File: src/rtl/batalha_pkg.sv
// Shared types for the battleship board: ship codes, lengths,
// board size, cell codes and the placement sequencer states.
package batalha_pkg;

  localparam int BOARD_N = 10;
  localparam logic [2:0] EMPTY = 3'd0;

  localparam logic [2:0] T_SUBMARINO   = 3'd0;
  localparam logic [2:0] T_CRUZADOR    = 3'd1;
  localparam logic [2:0] T_HIDROAVIAO  = 3'd2;
  localparam logic [2:0] T_ENCOURACADO = 3'd3;
  localparam logic [2:0] T_PORTAAVIOES = 3'd4;

  typedef enum logic [2:0] {
    S_IDLE,
    S_REQ,
    S_CHECK,
    S_WAIT,
    S_WRITE,
    S_DONE
  } estado_t;

  typedef struct packed {
    logic       jogador;
    logic [2:0] tipo;
    logic       direcao;
    logic [3:0] x;
    logic [3:0] y;
  } pedido_t;

  function automatic logic [2:0] comprimento_embarcacao(
    input logic [2:0] tipo
  );
    logic [2:0] l;
    case (tipo)
      T_SUBMARINO:   l = 3'd1;
      T_CRUZADOR:    l = 3'd2;
      T_HIDROAVIAO:  l = 3'd3;
      T_ENCOURACADO: l = 3'd4;
      T_PORTAAVIOES: l = 3'd5;
      default:       l = 3'd0;
    endcase
    return l;
  endfunction

endpackage

File: src/rtl/enderecador_celula.sv
// Cell address of the k-th segment of a ship:
// {jogador, y, x} with k added along the ship direction.
module enderecador_celula #(
  parameter int AW = 9
) (
  input  logic          jogador,
  input  logic          direcao,
  input  logic [3:0]    x,
  input  logic [3:0]    y,
  input  logic [2:0]    k,
  output logic [AW-1:0] addr
);

  logic [3:0] xx;
  logic [3:0] yy;

  always_comb begin
    xx = x;
    yy = y;
    if (direcao) yy = y + {1'b0, k};
    else         xx = x + {1'b0, k};
  end

  assign addr = AW'({jogador, yy, xx});

endmodule

File: src/rtl/gravador_embarcacao.sv
// Ship placement sequencer: bounds check, overlap read pass,
// then write pass over the shared board memory.
module gravador_embarcacao #(
  parameter int BOARD_N = 10,
  parameter int AW      = 9
) (
  input  logic          clk,
  input  logic          reset,
  input  logic          start,
  input  logic          jogador,
  input  logic [2:0]    tipo,
  input  logic          direcao,
  input  logic [3:0]    x,
  input  logic [3:0]    y,
  output logic          mem_req,
  input  logic          mem_gnt,
  output logic [AW-1:0] mem_addr,
  output logic          mem_rd_en,
  input  logic [2:0]    mem_rd_data,
  output logic          mem_wr_en,
  output logic [2:0]    mem_wr_data,
  output logic          busy,
  output logic          done,
  output logic          conflito
);

  import batalha_pkg::*;

  localparam logic [4:0] LIM = 5'(BOARD_N);

  estado_t    state, nxt;
  pedido_t    ped;
  logic [2:0] len_r;
  logic [2:0] k;
  logic       flag;
  logic       rd_pend;
  logic       conf_r;

  logic [2:0]    len_in;
  logic [4:0]    fim;
  logic          bad;
  logic          hit;
  logic          strobe;
  logic [2:0]    last;
  logic [AW-1:0] addr_c;

  assign len_in = comprimento_embarcacao(tipo);
  assign fim    = (direcao ? {1'b0, y} : {1'b0, x})
                + {2'b0, len_in} - 5'd1;

  // Origin and end are checked in 5 bits so x+L-1 cannot wrap.
  assign bad = (tipo > T_PORTAAVIOES)
             | ({1'b0, x} >= LIM)
             | ({1'b0, y} >= LIM)
             | (fim >= LIM);

  assign hit    = rd_pend & (mem_rd_data != EMPTY);
  assign strobe = mem_rd_en | mem_wr_en;
  assign last   = len_r - 3'd1;

  enderecador_celula #(.AW(AW)) u_end (
    .jogador (ped.jogador),
    .direcao (ped.direcao),
    .x       (ped.x),
    .y       (ped.y),
    .k       (k),
    .addr    (addr_c)
  );

  always_ff @(posedge clk or negedge reset) begin
    if (!reset) state <= S_IDLE;
    else        state <= nxt;
  end

  always_comb begin
    nxt = state;
    unique case (state)
      S_IDLE:  if (start) nxt = bad ? S_DONE : S_REQ;
      S_REQ:   if (mem_gnt) nxt = S_CHECK;
      S_CHECK: if (mem_rd_en && k == last) nxt = S_WAIT;
      S_WAIT:  nxt = (flag | hit) ? S_DONE : S_WRITE;
      S_WRITE: if (mem_wr_en && k == last) nxt = S_DONE;
      S_DONE:  nxt = S_IDLE;
      default: nxt = S_IDLE;
    endcase
  end

  always_comb begin
    mem_req     = 1'b0;
    mem_rd_en   = 1'b0;
    mem_wr_en   = 1'b0;
    mem_wr_data = 3'd0;
    mem_addr    = '0;
    unique case (1'b1)
      state == S_REQ,
      state == S_WAIT: mem_req = 1'b1;
      state == S_CHECK: begin
        mem_req   = 1'b1;
        mem_rd_en = mem_gnt;
        mem_addr  = addr_c;
      end
      state == S_WRITE: begin
        mem_req     = 1'b1;
        mem_wr_en   = mem_gnt;
        mem_wr_data = ped.tipo + 3'd1;
        mem_addr    = addr_c;
      end
      default: ;
    endcase
  end

  assign busy     = (state != S_IDLE);
  assign done     = (state == S_DONE);
  assign conflito = conf_r;

  always_ff @(posedge clk or negedge reset) begin
    if (!reset) begin
      ped     <= '0;
      len_r   <= 3'd0;
      k       <= 3'd0;
      flag    <= 1'b0;
      rd_pend <= 1'b0;
      conf_r  <= 1'b0;
    end else begin
      rd_pend <= mem_rd_en;
      if (state == S_IDLE && start) begin
        ped    <= '{jogador, tipo, direcao, x, y};
        len_r  <= len_in;
        conf_r <= bad;
        flag   <= 1'b0;
      end else if (hit) begin
        flag <= 1'b1;
      end
      if (state == S_WAIT && (flag | hit)) conf_r <= 1'b1;
      // k holds across a dropped grant, restarts between passes
      if (strobe) k <= k + 3'd1;
      else if (state != S_CHECK && state != S_WRITE) k <= 3'd0;
    end
  end

endmodule
File: config.mk
export PLATFORM = sky130hd
export DESIGN_NAME = gravador_embarcacao
export DESIGN_NICKNAME = d
export VERILOG_FILES = /design/src/rtl/batalha_pkg.sv /design/src/rtl/enderecador_celula.sv /design/src/rtl/gravador_embarcacao.sv
export SDC_FILE = /design/constraint.sdc
export NUM_CORES = 1
export LEC_CHECK = 0
export CORE_MARGIN = 2
export CORE_UTILIZATION = 51
export CTS_CLUSTER_DIAMETER = 60
export DETAILED_ROUTE_END_ITERATION = 10
export PLACE_DENSITY = 0.8
export SLEW_MARGIN = 20
export SYNTH_ARGS = -nofsm -noshare
export SYNTH_HDL_FRONTEND = slang
export SYNTH_SLANG_ARGS = --single-unit
File: constraint.sdc
create_clock -name clk -period 2.39 [get_ports clk]
set_input_delay 0.478 -clock clk [delete_from_list [all_inputs] [get_ports clk]]
set_output_delay 0.478 -clock clk [all_outputs]
set_load 0.005 [all_outputs]
==> summary.md <==
| Metric | Value |
|---|---|
| Clock skew | `0.00107 ns` |
| Worst Hold Class | `in -> reg` |
| WHS | `0.389 ns` |
| Max-cap violations | `0` |
| CP required | `1.91 ns` |
| Reg2Reg Depth | `7` |
| Drt wl/cell | `14.2 um` |
| Slew HR | `61.9%` |
| FF+latch count, synth | `25` |
| Die height | `63.1 um` |
| Nets | `304` |
| TritonRoute pass-1 iters | `4` |
| Post-route worst setup slack | `-0.0162 ns` |
| End point of the critical path | `mem_addr[5]` |
| Final Setup Violations | `2` |
| Clock root buffer | `clkbuf_4` |
| Initial Util | `53.4%` |
| Crit. Startpoint | `k[0]$_DFFE_PN0P_` |
| Worst Path Arrival | `1.93 ns` |
| Mapped Cells | `203` |
| Async SR Flop Fraction | `100%` |
| DRT antenna net count | `0` |
| Synth-to-Final Area Change | `40.5%` |
| Htree depth | `1` |
| Maximum VDD drop | `0.565 mV` |
| CP endpoint kind | `output pin` |
| First-pass GRT wire length | `7.44 mm` |
| Synth warn | `0` |
| Worst slack, placed | `-0.629 ns` |
| Slew Limit Fails | `0` |
| Pwr Density | `1090 mW/mm^2` |
| Syn_nets | `241` |
| Worst Setup Start Kind | `register` |
| Routed vias | `1605` |
| Largest net degree at the start of global routing | `26` |
| Detail Placement HPWL | `3.12 mm` |
| Inserted Clock Buffers | `3` |
| Antenna cells | `0` |
| RSZ-0062 raised after global routing | `yes` |
| Pleak | `1.21 nW` |
| Finished Core Util | `75.0%` |
| Post-synth EDFFs | `0` |
| Crit Path Max Fanout | `2` |
| Vias in the first global route | `1629` |
| Syn Std Cell Area | `0.00178 sq mm` |
| Initial antenna violation count | `0` |
| Final routed DRC violation total | `0` |
| F_max | `416 MHz` |
| Ports | `38` |
| Tmin final | `2.41 ns` |
| WL final | `4.42 mm` |
| Flop2flop setup slack | `0.52 ns` |
| Vias/cell | `5.16` |
| Commonest non-fill, non-tap cells in the layout | `nand2_1, buf_4, dfrtp_1` |
| Mean Syn Cell Area | `8.77 sq um` |
| Top FF cell, synth | `dfrtp_1` |
| Final setup TNS | `-0.0318 ns` |
| Post-synthesis sequential area ratio | `35.1%` |
| Die ar. | `0.00398 sq mm` |
| Violated checks | `setup timing` |
| Insertion delay to the later sink of the worst-skew pair | `0.31 ns` |
| Die Width | `63.1 um` |
| Count of cell types in the netlist | `37` |
| RePlAce Congestion | `0.859` |
| Core ar. | `0.00334 sq mm` |
| Layout cells sized above 1 | `28.3%` |
| Initial DRC Count | `72` |
| Hold_buf cts | `0` |
| Outcome | `finished with violations` |
| Commonest non-fill, non-tap cell in the layout | `nand2_1` |
| Crit share post-route | `101%` |
| Critical path class | `reg -> out` |
| Overall Global Routing Usage | `23.5%` |
| CTS tree | `built` |
| Fin. Hold Viols | `0` |
| GRT Residual Overflow | `0` |
| Worst r2r dst | `state[2]$_DFFE_PN0P_` |
| Row Count | `21` |
| I/O Buffers | `37` |
| CTS sink count | `25` |
| RR Startpoint | `len_r[0]$_DFFE_PN0P_` |
| Slew @ Worst Pin | `0.571 ns` |
| Max clock buf depth | `2` |
| Worst-path clk slew | `0.14 ns` |
==> cell usage after synthesis, types with 3 or more instances <==
master	instances	area, sq um
nand2_1	43	161
o21ai_0	12	60.1
fa_1	3	60.1
buf_4	5	37.5
a21o_1	3	22.5
a21oi_1	9	45.0
xor2_1	7	61.3
mux2i_1	8	80.1
nor2_1	21	78.8
inv_1	15	56.3
clkbuf_1	3	11.3
dfrtp_1	25	626
ha_1	15	188
xnor2_1	6	52.6
==> kinds of logic after synthesis <==
group,after synthesis,share of synthesized area (%)
compound gates,32,11.9
buf+inv,25,6.47
xor+xnor,14,7.31
fa+ha+maj,18,13.9
flops,25,35.1
simple gates,79,19.4
mux,10,5.90
==> stage by stage <==
step           power [mW]  instances  area [sq um]
2_1_floorplan        1.65        203          1780
3_3_place_gp         2.23        297          2310
3_5_place_dp         2.31        297          2310
4_1_cts              2.60        307          2430
5_1_grt              2.96        311          2500
6_report             2.73        311          2500
==> layout make-up <==
cell class / instances / area [sq um]
Clock buffer: 4 / 26.3
Fill cell: 256 / 835
Inverter: 15 / 58.8
Multi-Input combinational cell: 153 / 1150
Sequential cell: 25 / 627
Tap cell: 46 / 57.6
Timing Repair Buffer: 68 / 582
==> where the power goes <==
group / leakage (nW) / internal [mW] / switching, mW
clock: 0.0150 / 0.0652 / 0.128
sequential: 0.315 / 0.601 / 0.170
combinational: 0.884 / 0.915 / 0.852
==> worst max-delay path, stage by stage (launching register included) <==
cell and delay (ns):
dfrtp_1 0.43, buf_6 0.13, ha_4 0.16, inv_4 0.05, fa_2 0.40, mux2_4 0.27
nor2_2 0.07, buf_2 0.10
==> layer usage <==
metal  GRT usage [%]  routed length (um)  vias up  part of all wire (%)
met5               0                   0        -                     0
met4            6.67                  42        0                  0.95
met3            2.14                 163        4                   3.7
met2            41.2                2230       39                    50
met1            31.1                1980      768                    45
li1                -                   -      794                     -
==> registers in the layout (all words and copies together), names as in the netlist <==
| register | cells |
|---|---|
| state | 3 |
| len_r | 3 |
| rd_pend | 1 |
| conflito | 1 |
| ped | 13 |
| k | 3 |
| flag | 1 |
==> how the worst min path moves through the flow <==
stage | slack, ns | from | to | cells past startpoint
after global routing | 0.41 | x[0] | ped[4]$_DFFE_PN0P_ | 3
after floorplan | 0.18 | reset | conflito$_DFFE_PN0P_ | 0
after CTS | 0.49 | state[0]$_DFFE_PN0P_ | rd_pend$_DFF_PN0_ | 1
after detailed placement | 0.47 | state[0]$_DFFE_PN0P_ | rd_pend$_DFF_PN0_ | 1
final | 0.39 | x[0] | ped[4]$_DFFE_PN0P_ | 3
after global placement | 0.47 | state[0]$_DFFE_PN0P_ | rd_pend$_DFF_PN0_ | 1
==> timing repair <==
item / 4_1_cts / 5_1_grt
setup buffers: 6 / 5
setup endpoints to repair: 11 / 14
gates resized for setup: 44 / 28
pin swaps: 13 / 18
Power figures use the tool's default switching activity.
==> edit (config.mk and constraints unchanged) <==
`AW` is set to 9 in 2 places; all go to 8.
--- a/src/rtl/enderecador_celula.sv
+++ b/src/rtl/enderecador_celula.sv
@@ -1,7 +1,7 @@
 // Cell address of the k-th segment of a ship:
 // {jogador, y, x} with k added along the ship direction.
 module enderecador_celula #(
-  parameter int AW = 9
+  parameter int AW = 8
 ) (
   input  logic          jogador,
   input  logic          direcao,
--- a/src/rtl/gravador_embarcacao.sv
+++ b/src/rtl/gravador_embarcacao.sv
@@ -2,7 +2,7 @@
 // then write pass over the shared board memory.
 module gravador_embarcacao #(
   parameter int BOARD_N = 10,
-  parameter int AW      = 9
+  parameter int AW      = 8
 ) (
   input  logic          clk,
   input  logic          reset,
Ports: changed (resized mem_addr); port bits go from 38 to 37. No check against the original RTL was run, so the function may have changed too.
==> edit against the original RTL <==
Hold slack worse by 0.0017 ns. Final area up 0.25%. Total power up 0.54%. Synthesized cell count down 2.5%. Sequential share of layout area down 0.96 points. Critical path type unchanged. Count of clock-buffer cells in the layout down 1. The flow still finishes with violations (setup timing). Worst setup slack worse by 0.043 ns. Critical path depth down 1. Synthesized area down 2.8%. Sequential cell count down 1. Clock power up 60%. Clock skew up 0.013 ns. Wire length up 5.5%.
==> edit: results (changes against the original RTL) <==
qor: worst_setup_path.r2r_end ped[1]$_DFFE_PN0P_
qor: worst_setup_path.r2r_setup_slack 0.55 ns [+0.03 ns]
qor: timing.worst-slew-pin-transition 0.649 ns [+0.0785 ns]
qor: synthesis.yosys.cell_types.count 36 [-2.7%]
qor: place.gp_routability_congestion 0.866 [+0.81%]
qor: route.detailedRoute.firstIterationViolations 62 [-14%]
qor: global_route.grt_usage 24.0% [+0.41 points]
qor: route.vias 1,638 [+2.1%]
qor: timing.post-route-worst-setup-slack -0.0595 ns [-0.0433 ns]
qor: clock_tree.post_cts_setup_inserts 4 [-2]
qor: synthesis.mappedNetlistNets 236 [-2.1%]
qor: clock_tree.clock_latency_late_sink 0.34 ns [+0.03 ns]
qor: timing.final_setup_skew 0.0141 ns [+0.0130 ns]
qor: place.detailed_place_hpwl 3160 microns [+1.1%]
qor: timing.setup_viol_count_final 3 [+1]
qor: synthesis.postSynthAreaPerCell 8.74 sq um [-0.36%]
qor: finish.drive_above_1_share 33.6% [+5.3 points]
qor: status.outcome complete, but fails checks
qor: global_route.grt_pass1_vias 1,653 [+1.5%]
qor: power_and_ir_drop.ir_drop 0.538 mV [-4.8%]
qor: finish.layoutNonFillerInstCount 308 [-0.96%]
qor: synthesis.synth_commonest_cells 42 x sky130_fd_sc_hd__nand2_1, 24 x sky130_fd_sc_hd__dfrtp_1, 20 x sky130_fd_sc_hd__nor2_1
qor: synthesis.adder_cell_share_of_the_synthesized_area 14.3% [+0.40 points]
qor: synthesis.seq_area_frac_synth 34.7% [-0.43 points]
qor: global_route.grt_max_degree 25 [-3.8%]
qor: worst_setup_path.critical_path.reg2reg.startpoint state[0]$_DFFE_PN0P_
qor: synthesis.synth.area.top_cells sky130_fd_sc_hd__dfrtp_1 35%, sky130_fd_sc_hd__ha_1 11%, sky130_fd_sc_hd__nand2_1 9.1%
qor: worst_setup_path.path_max_fanout 3 [+1]
qor: status.failed_checks setup timing
qor: synthesis.yosys-mux-area-fraction 6.07% [+0.17 points]
qor: worst_setup_path.worst_r2r_path_depth 5 [-2]
qor: timing.worst_hold_slack_across_all_endpoints 0.388 ns [-0.00174 ns]
qor: timing.fin_setup_tns -0.0989 ns [-0.0671 ns]
qor: finish.nNetsFinal 301 [-0.99%]
qor: worst_setup_path.cp_data_arrival_time 1.97 ns [+0.04 ns]
qor: place.preCtsSetupSlack -0.638 ns [-0.00970 ns]
## edit: area by class of cell
type,instances,area (sq um)
clock buffer,3,22.5
clock inverter,1,30.0
fill,235,776
inverter,14,52.6
multi-input combinational,150,1160
sequential,24,604
tap,46,57.6
timing repair buffer,70,578
## edit: layer usage
layer | wire [microns] | part of all wire, % | up-vias | track usage, %
li1 | - | - | 787 | -
met1 | 1980 | 42 | 791 | 30.4
met2 | 2370 | 51 | 49 | 40.2
met3 | 205 | 4.4 | 11 | 3.44
met4 | 104 | 2.2 | 0 | 11.7
met5 | 0 | 0 | - | 0
## edit: report_power, final
part / internal [W] / switching [W] / total [W] / leakage (nW)
logic: 0.000876 / 0.000781 / 0.00166 / 0.889
clock network: 0.000170 / 0.000139 / 0.000309 / 0.0279
registers: 0.000579 / 0.000201 / 0.000780 / 0.301
